File: src/rtl/one_func4.sv
// one_func4: clocked 4-input Boolean function unit driven by a rewritable
// 16-entry truth table. Minterm index is {A,B,C,D} with A as the MSB.
// Optional minterm coverage tracking is built when ONE_COVERAGE_EN is defined.
module one_func4 #(
    parameter logic [15:0] TRUTH_TABLE = 16'h0727
) (
    input  logic        clk,
    input  logic        rst,
    input  logic        A,
    input  logic        B,
    input  logic        C,
    input  logic        D,
    input  logic        tt_we,
    input  logic [15:0] tt_wdata,
`ifdef ONE_COVERAGE_EN
    output logic [15:0] cov,
    output logic        cov_full,
`endif
    output logic        f_comb,
    output logic        f
);

    localparam int unsigned IDX_W = 4;
    localparam int unsigned TT_W  = 16;

    logic [TT_W-1:0]  tt_q;
    logic [IDX_W-1:0] idx;

    assign idx = {A, B, C, D};

    // Combinational lookup against the live table register
    assign f_comb = tt_q[idx];

    // Table storage and registered evaluation; f always sees the pre-edge table
    always_ff @(posedge clk or posedge rst) begin
        if (rst) begin
            tt_q <= TRUTH_TABLE;
            f    <= 1'b0;
        end else begin
            f <= tt_q[idx];
            if (tt_we) begin
                tt_q <= tt_wdata;
            end
        end
    end

`ifdef ONE_COVERAGE_EN
    // Sticky minterm coverage; a table write restarts it and skips that edge's minterm
    always_ff @(posedge clk or posedge rst) begin
        if (rst) begin
            cov <= '0;
        end else if (tt_we) begin
            cov <= '0;
        end else begin
            cov[idx] <= 1'b1;
        end
    end

    // All minterms seen
    assign cov_full = &cov;
`endif

endmodule

File: config.mk
export PLATFORM = sky130hd
export DESIGN_NAME = one_func4
export DESIGN_NICKNAME = d
export VERILOG_FILES = /design/src/rtl/one_func4.sv
export SDC_FILE = /design/constraint.sdc
export NUM_CORES = 1
export LEC_CHECK = 0
export BUFFER_PORTS_ARGS = -buffer_cell sky130_fd_sc_hd__buf_4
export CAP_MARGIN = 20
export CORE_MARGIN = 8
export CORE_UTILIZATION = 51
export CTS_CLUSTER_DIAMETER = 40
export CTS_CLUSTER_SIZE = 20
export DETAILED_ROUTE_END_ITERATION = 10
export GPL_TIMING_DRIVEN = 1
export PLACE_DENSITY = 0.87
export SETUP_SLACK_MARGIN = 0.02
export SLEW_MARGIN = 25
export SYNTH_ARGS = -nofsm -noshare
export SYNTH_HDL_FRONTEND = slang
export SYNTH_SLANG_ARGS = --single-unit
File: constraint.sdc
create_clock -name clk -period 4.11 [get_ports clk]
set_clock_uncertainty 0.15 [all_clocks]
set_input_delay 0.2055 -clock clk [delete_from_list [all_inputs] [get_ports clk]]
set_output_delay 0.2055 -clock clk [all_outputs]
set_load 0.01 [all_outputs]
* After elaboration in Yosys (flattened, before gate mapping)
Index checks and enable logic that the tools add are counted.
Storage, ports and cells: output and inout bits 2, bits of input ports 23, flip-flop bits (word level) 17
Operators by class: order comparisons 1, mux-type cells 2
Operator list (number):
- < comparator 4 x 5 -> 1 bit (second input constant) | 1
- binary-select mux 1 bit (select 4 bit) | 1
- two-way mux 1 bit | 1

* Logic depth before layout (Yosys ltp)
Gate-level depths: netlist of the first run.
depth in word-level cells 2, gate-level depth with buffers 3

* Worst setup path after synthesis of the first run
Ideal clock, no wire load.
kind register to output, start point register tt_q[13], end point output port f_comb, path buffers 0, data required time 3754 ps, stages on the path, launching flop included 4, arrival time 1090 ps, slack 2665 ps, cells stage by stage dfrtp_1 > mux4_1 > mux2i_1 > mux2i_1
On the way: cells in the longest elaborated chain, start to end 2
Ends and longest elaborated chain:
- start, declared | line 26 | logic [TT_W-1:0] tt_q;
- start signal, assigned | line 42 | tt_q <= tt_wdata;
- binary-select mux 1 bit (select 4 bit) | line 32 | assign f_comb = tt_q[idx];
- two-way mux 1 bit (not written as such) | line 32
- end, declared | line 19 | output logic f_comb,
Every way passes these cells. The select of a mux whose other input is x is not followed.

* Worst setup path in the final report of the first run
start point register tt_q[6], end point output port f_comb
The elaborated chain is that of the path after synthesis.

==> metrics.cfg, run 1 <==
[critical_path]
worstPathCellList=mux4_1, mux2i_1, mux2i_1, buf_4
reg2reg_to=f
critical-path-max-stage-delay_ns=0.50
crit_type=reg -> out
r2r_setup_slack_ns=2.66
reg2regPathDepth=3
cp.arrival_ns=1.61
path_common_cell=mux2i_1
crit_path_top_delay_cell=mux4_1
worst-path-max-fanout=2
start_kind=register
r2r-start=tt_q[6]
cp-end-kind=primary output
cp.required_ns=3.75

[worst_hold_path]
hp-class=in -> reg
min_from=tt_wdata[15]
min_to=tt_q[15]
holdPathStages=2

[sta]
hold_viol_final=0
setup_viol=0
final.setup.tns_ns=0
setup_ws_ns=2.14
slew_headroom_pct=58.4
finalCritPeriodShare_pct=47.9
max_freq_mhz=508
rsz0062_at_grt=no
drv_slew=0
max_slew.worst_pin.slew_ns=0.623
timing.final.crit_period_ns=1.97

[floorplan]
coreArea_um2=1450
rows=14
die_area_um2=2990
start_util_pct=52.5
ios=25
die_w_um=54.7
die_h_um=54.7

[detailed_routing]
firstDrtPassIters=2
vias=482
drc=0
drt.antenna.violating_nets=0
drt_wl_total_mm=1.51
vias_per_cell=5.36
drtIter0Drc=1
wl_per_cell_um=16.8

[logic_synthesis]
ys_seq_elements=17
synth_seq_area_share_pct=56.9
yosysMostFrequentCell=mux2_2
syn_nets=66
synth_flop_cell=dfrtp_1
synth-edff-count=0
ys_types=7
syn_area_per_cell_um2=17.7
synth_top_area_share_pct=32.8
netlist_instances=43
yosys.area.top_type=dfrtp_1
synth_common_cells=mux2_2, dfrtp_1, dfstp_2, mux4_1, mux2i_1
async_flop_share_pct=100
ys_top_cells_by_area=dfrtp_1, dfstp_2, mux2_2
ys_warn_count=0
netlist_area_um2=763

[clock_network]
cts_made_buffers=3
postCtsResizedCells=0
cts_sinks=17
cts.clk_slew.worst_paths_ns=0.10
cts_setup_buffers=0
insertion_delay_ns=0.28
clk_path_buf_depth=2
clockRootBuffer=clkbuf_4
htree_levels=1
cts_tree=done

[grt]
grt_pass1_wl_mm=2.26
met1_usage_pct=9.56
met2_usage_pct=21.7
busiest_layer=met2
track_usage_pct=10.6
grt_start_max_net_pins=18
grt_overflow_total=0
antenna_found_initial=0
grt_pass1_vias=545
grt_use_met3_pct=1.63

[placed_design]
dpl-instance-area_um2=953
gp_congestion=0.674
io_buffers=24
dp_slack_ns=2.45

[pwr]
vdd_drop_max_uv=234
total_power_uw=353
p_per_area_nw_per_um2=343
p_leak_uw=0.000470

[layout]
diodes=0
drive_gt1_share_pct=67.6
nNetsFinal=98
fillerInstances=108
design_area_um2=1030
area_delta_synth_final_pct=34.9

[flow_run]
max_cap_violations=0

[outcome]
status=completed

## flip-flops by register name (all words and copies together) (netlist names)
name and flops:
tt_q 16, f 1
## cell families after synthesis
family,synth area share (%)
flip-flops,56.9
multiplexers,41.3
buffers and inverters,1.80
## per-stage QoR
step	hold WS (ns)	cells	util [%]
6_report	0.00664	90	70.8
5_1_grt	0.000483	90	70.8
4_1_cts	0.00241	87	68.8
3_5_place_dp	0.171	81	65.6
3_3_place_gp	0.163	81	65.6
2_1_floorplan	-0.0235	43	-
## timing repair
| item | CTS | global route |
|---|---|---|
| hold buffers | 2 | 3 |
| endpoints found under the hold margin | 11 | 3 |
| endpoints found under the setup margin | 0 | 0 |
## layout by cell type, fill, tap and decap left out
master         instances
buf_4                 24
mux2_2                16
dfrtp_1               10
dfstp_2                7
dlygate4sd3_1          5
mux4_1                 4
mux2i_1                3
clkbuf_4               3
inv_1                  1
clkbuf_1               1
## worst max-delay path by stage
stage | startpoint | end
floorplan | tt_q[13] | f_comb
global placement | D | f_comb
detailed placement | D | f_comb
CTS | tt_q[6] | f_comb
global route | tt_q[13] | f_comb
finish | tt_q[6] | f_comb
## worst max-delay path, delay by kind of cell (launching register included)
| family | cells | cell delay [ns] |
|---|---|---|
| DFF | 1 | 0.40 |
| muxes | 3 | 0.77 |
| buffers and inverters | 1 | 0.16 |
## report_power, final
part / switching (uW) / internal [uW]
Clock: 49.0 / 37.5
Combinational: 22.3 / 45.5
Sequential: 8.45 / 190
Total: 79.7 / 273
## per-layer routing
metal | wire length, um | vias up
met5 | 0 | -
met4 | 27 | 0
met3 | 75 | 2
met2 | 832 | 12
met1 | 574 | 244
li1 | - | 224
## cell type report
class / instances / area, um2 / area share (%)
Multi-Input combinational cell: 23 / 315 / 30.6
Sequential cell: 17 / 434 / 42.2
Inverter: 1 / 3.75 / 0.365
Clock buffer: 4 / 26.3 / 2.55
Tap cell: 16 / 20.0 / 1.94
Timing Repair Buffer: 29 / 230 / 22.4
Power figures use the tool's default switching activity.
==> run 2, diff against run 1 <==
--- a/config.mk
+++ b/config.mk
@@ -7,13 +7,14 @@
 export LEC_CHECK = 0
 export BUFFER_PORTS_ARGS = -buffer_cell sky130_fd_sc_hd__buf_4
 export CAP_MARGIN = 20
+export CORE_ASPECT_RATIO = 1.25
 export CORE_MARGIN = 8
-export CORE_UTILIZATION = 51
+export CORE_UTILIZATION = 43
 export CTS_CLUSTER_DIAMETER = 40
 export CTS_CLUSTER_SIZE = 20
 export DETAILED_ROUTE_END_ITERATION = 10
 export GPL_TIMING_DRIVEN = 1
-export PLACE_DENSITY = 0.87
+export PLACE_DENSITY = 0.79
 export SETUP_SLACK_MARGIN = 0.02
 export SLEW_MARGIN = 25
 export SYNTH_ARGS = -nofsm -noshare
==> constraint.sdc (replaced) <==
create_clock -name clk -period 1.8 [get_ports clk]
set_clock_uncertainty 0.15 [all_clocks]
set_input_delay 0.09 -clock clk [delete_from_list [all_inputs] [get_ports clk]]
set_output_delay 0.09 -clock clk [all_outputs]
set_load 0.01 [all_outputs]
==> metrics.cfg, run 2 (synthesis gave the netlist of run 1 again) <==
[outcome]
status=complete, but fails checks
violations=negative setup slack

[floorplan]
rows=17
start_util_pct=44.3
ios=25
die_w_um=53.7
die_h_um=63.1
coreArea_um2=1720
die_area_um2=3390

[clock_network]
clk_path_buf_depth=2
cts.clk_slew.worst_paths_ns=0.09
cts_made_buffers=3
cts_sinks=17
htree_levels=1
clockRootBuffer=clkbuf_4
insertion_delay_ns=0.30
cts_tree=done

[sta]
holdWs_ns=0.0658
timing.final.crit_period_ns=1.83
setup_viol=1
rsz0062_at_grt=yes
finalCritPeriodShare_pct=102
max_slew.worst_pin.slew_ns=0.589
slew_headroom_pct=60.7
hold_viol_final=0
drv_slew=0
setup_ws_ns=-0.0296
max_freq_mhz=547

[critical_path]
crit_path_top_delay_cell=mux4_2
start_kind=register
critical-path-max-stage-delay_ns=0.47
cp.arrival_ns=1.59
worstPathCellList=mux4_2, mux2i_1, mux2i_1, buf_4
path_common_cell=mux2i_1
cp.required_ns=1.56
worst-path-max-fanout=2
crit_type=reg -> out
cp-end-kind=primary output

[pwr]
p_leak_uw=0.000536
intPower_uw=663
power_frac_seq_pct=52.8
vdd_drop_max_uv=542
power.share.switching_pct=23.3
p_sw_uw=202
p_per_area_nw_per_um2=729
p_clk_share_pct=23.7
comb_power_share_pct=23.6

[layout]
area_delta_synth_final_pct=55.6
diodes=0
top_register=tt_q
largest_register_ffs=16
drive_gt1_share_pct=64.1
largest_registers=tt_q: 16 flops, f: 1 flops
final_cell_count_no_fill=111
most-common-layout-cells=buf_4, dlygate4sd3_1, mux2_2
layout_commonest_cell=buf_4
nNetsFinal=116
finish.utilization_pct=68.9

[detailed_routing]
drt_wl_total_mm=1.77
firstDrtPassIters=4
vias=565
drc=0
drt.antenna.violating_nets=0
drtIter0Drc=12
wl_per_cell_um=15.9
vias_per_cell=5.09

[grt]
track_usage_pct=11.6
antenna_found_initial=0
grt_pass1_wl_mm=2.87
grt_overflow_total=0
grt_start_max_net_pins=18
grt_pass1_vias=606

[flow_run]
max_cap_violations=0

[placed_design]
gp_congestion=0.661
dpl.hpwl_mm=1.12
dp.cells=84
io_buffers=24

[worst_hold_path]
hp-class=in -> reg

==> run 2: cell types whose count changed in the layout (fill, tap and decap cells not counted) <==
cell           delta
mux4_1            -3
dlygate4sd3_1    +12
mux4_2            +3
buf_4             +6
==> run 2: metrics by stage <==
step / cell area (um2) / setup slack [ns] / power, uW / TNS, ns
finish: 1190 / -0.0296 / 865 / -0.0296
global route: 1190 / -0.104 / 909 / -0.104
CTS: 1180 / -0.0160 / 867 / -0.0160
detailed placement: 957 / 0.278 / 607 / 0
global placement: 957 / 0.317 / 601 / 0
floorplan: 763 / 0.403 / 537 / 0
==> run 2: path summary, 6_finish.rpt <==
path                           from  endpoint  slack, ns  depth (start not counted)
min                           tt_we   tt_q[4]       0.07                          2
max reg2reg                tt_q[15]         f       0.16                          5
min reg2reg                tt_q[13]  tt_q[13]       0.37                          1
max in group asynchronous       rst  tt_q[12]       0.86                          3
max                        tt_q[15]    f_comb      -0.03                          4
min in group asynchronous       rst   tt_q[6]       0.26                          3
==> run 2: what timing repair did <==
item	4_1_cts	5_1_grt
endpoints found under the setup margin	1	2
setup buffers	5	2
hold endpoints to repair	26	0
hold buffers	17	0
gates resized for setup	2	1
==> run 2: critical path: cells and delay by family, from the launching register on <==
kind,cells,cell delay [ns]
DFF,1,0.41
muxes,3,0.73
buffers and inverters,1,0.16
==> run 2: power by group through the flow <==
| stage | sequential, uW | clock (uW) | combinational [uW] |
|---|---|---|---|
| after global routing | 461 | 227 | 220 |
| after floorplan | 454 | 0 | 82.9 |
| final | 456 | 205 | 204 |
| after detailed placement | 460 | 0 | 148 |
| after global placement | 458 | 0 | 144 |
| after CTS | 454 | 210 | 203 |
==> run 2: routing by layer <==
layer	track usage, %	up-vias	share of wire [%]
met2	18.0	16	54
met4	7.59	0	3.3
met1	12.7	286	38
met3	3.52	5	5.0
met5	0	-	0
li1	-	258	-
==> run 2: layout make-up <==
| class | instances | area (um2) |
|---|---|---|
| Clock buffer | 4 | 26.3 |
| Inverter | 1 | 3.75 |
| Fill cell | 117 | 536 |
| Tap cell | 19 | 23.8 |
| Sequential cell | 17 | 434 |
| Timing Repair Buffer | 47 | 395 |
| Multi-Input combinational cell | 23 | 304 |
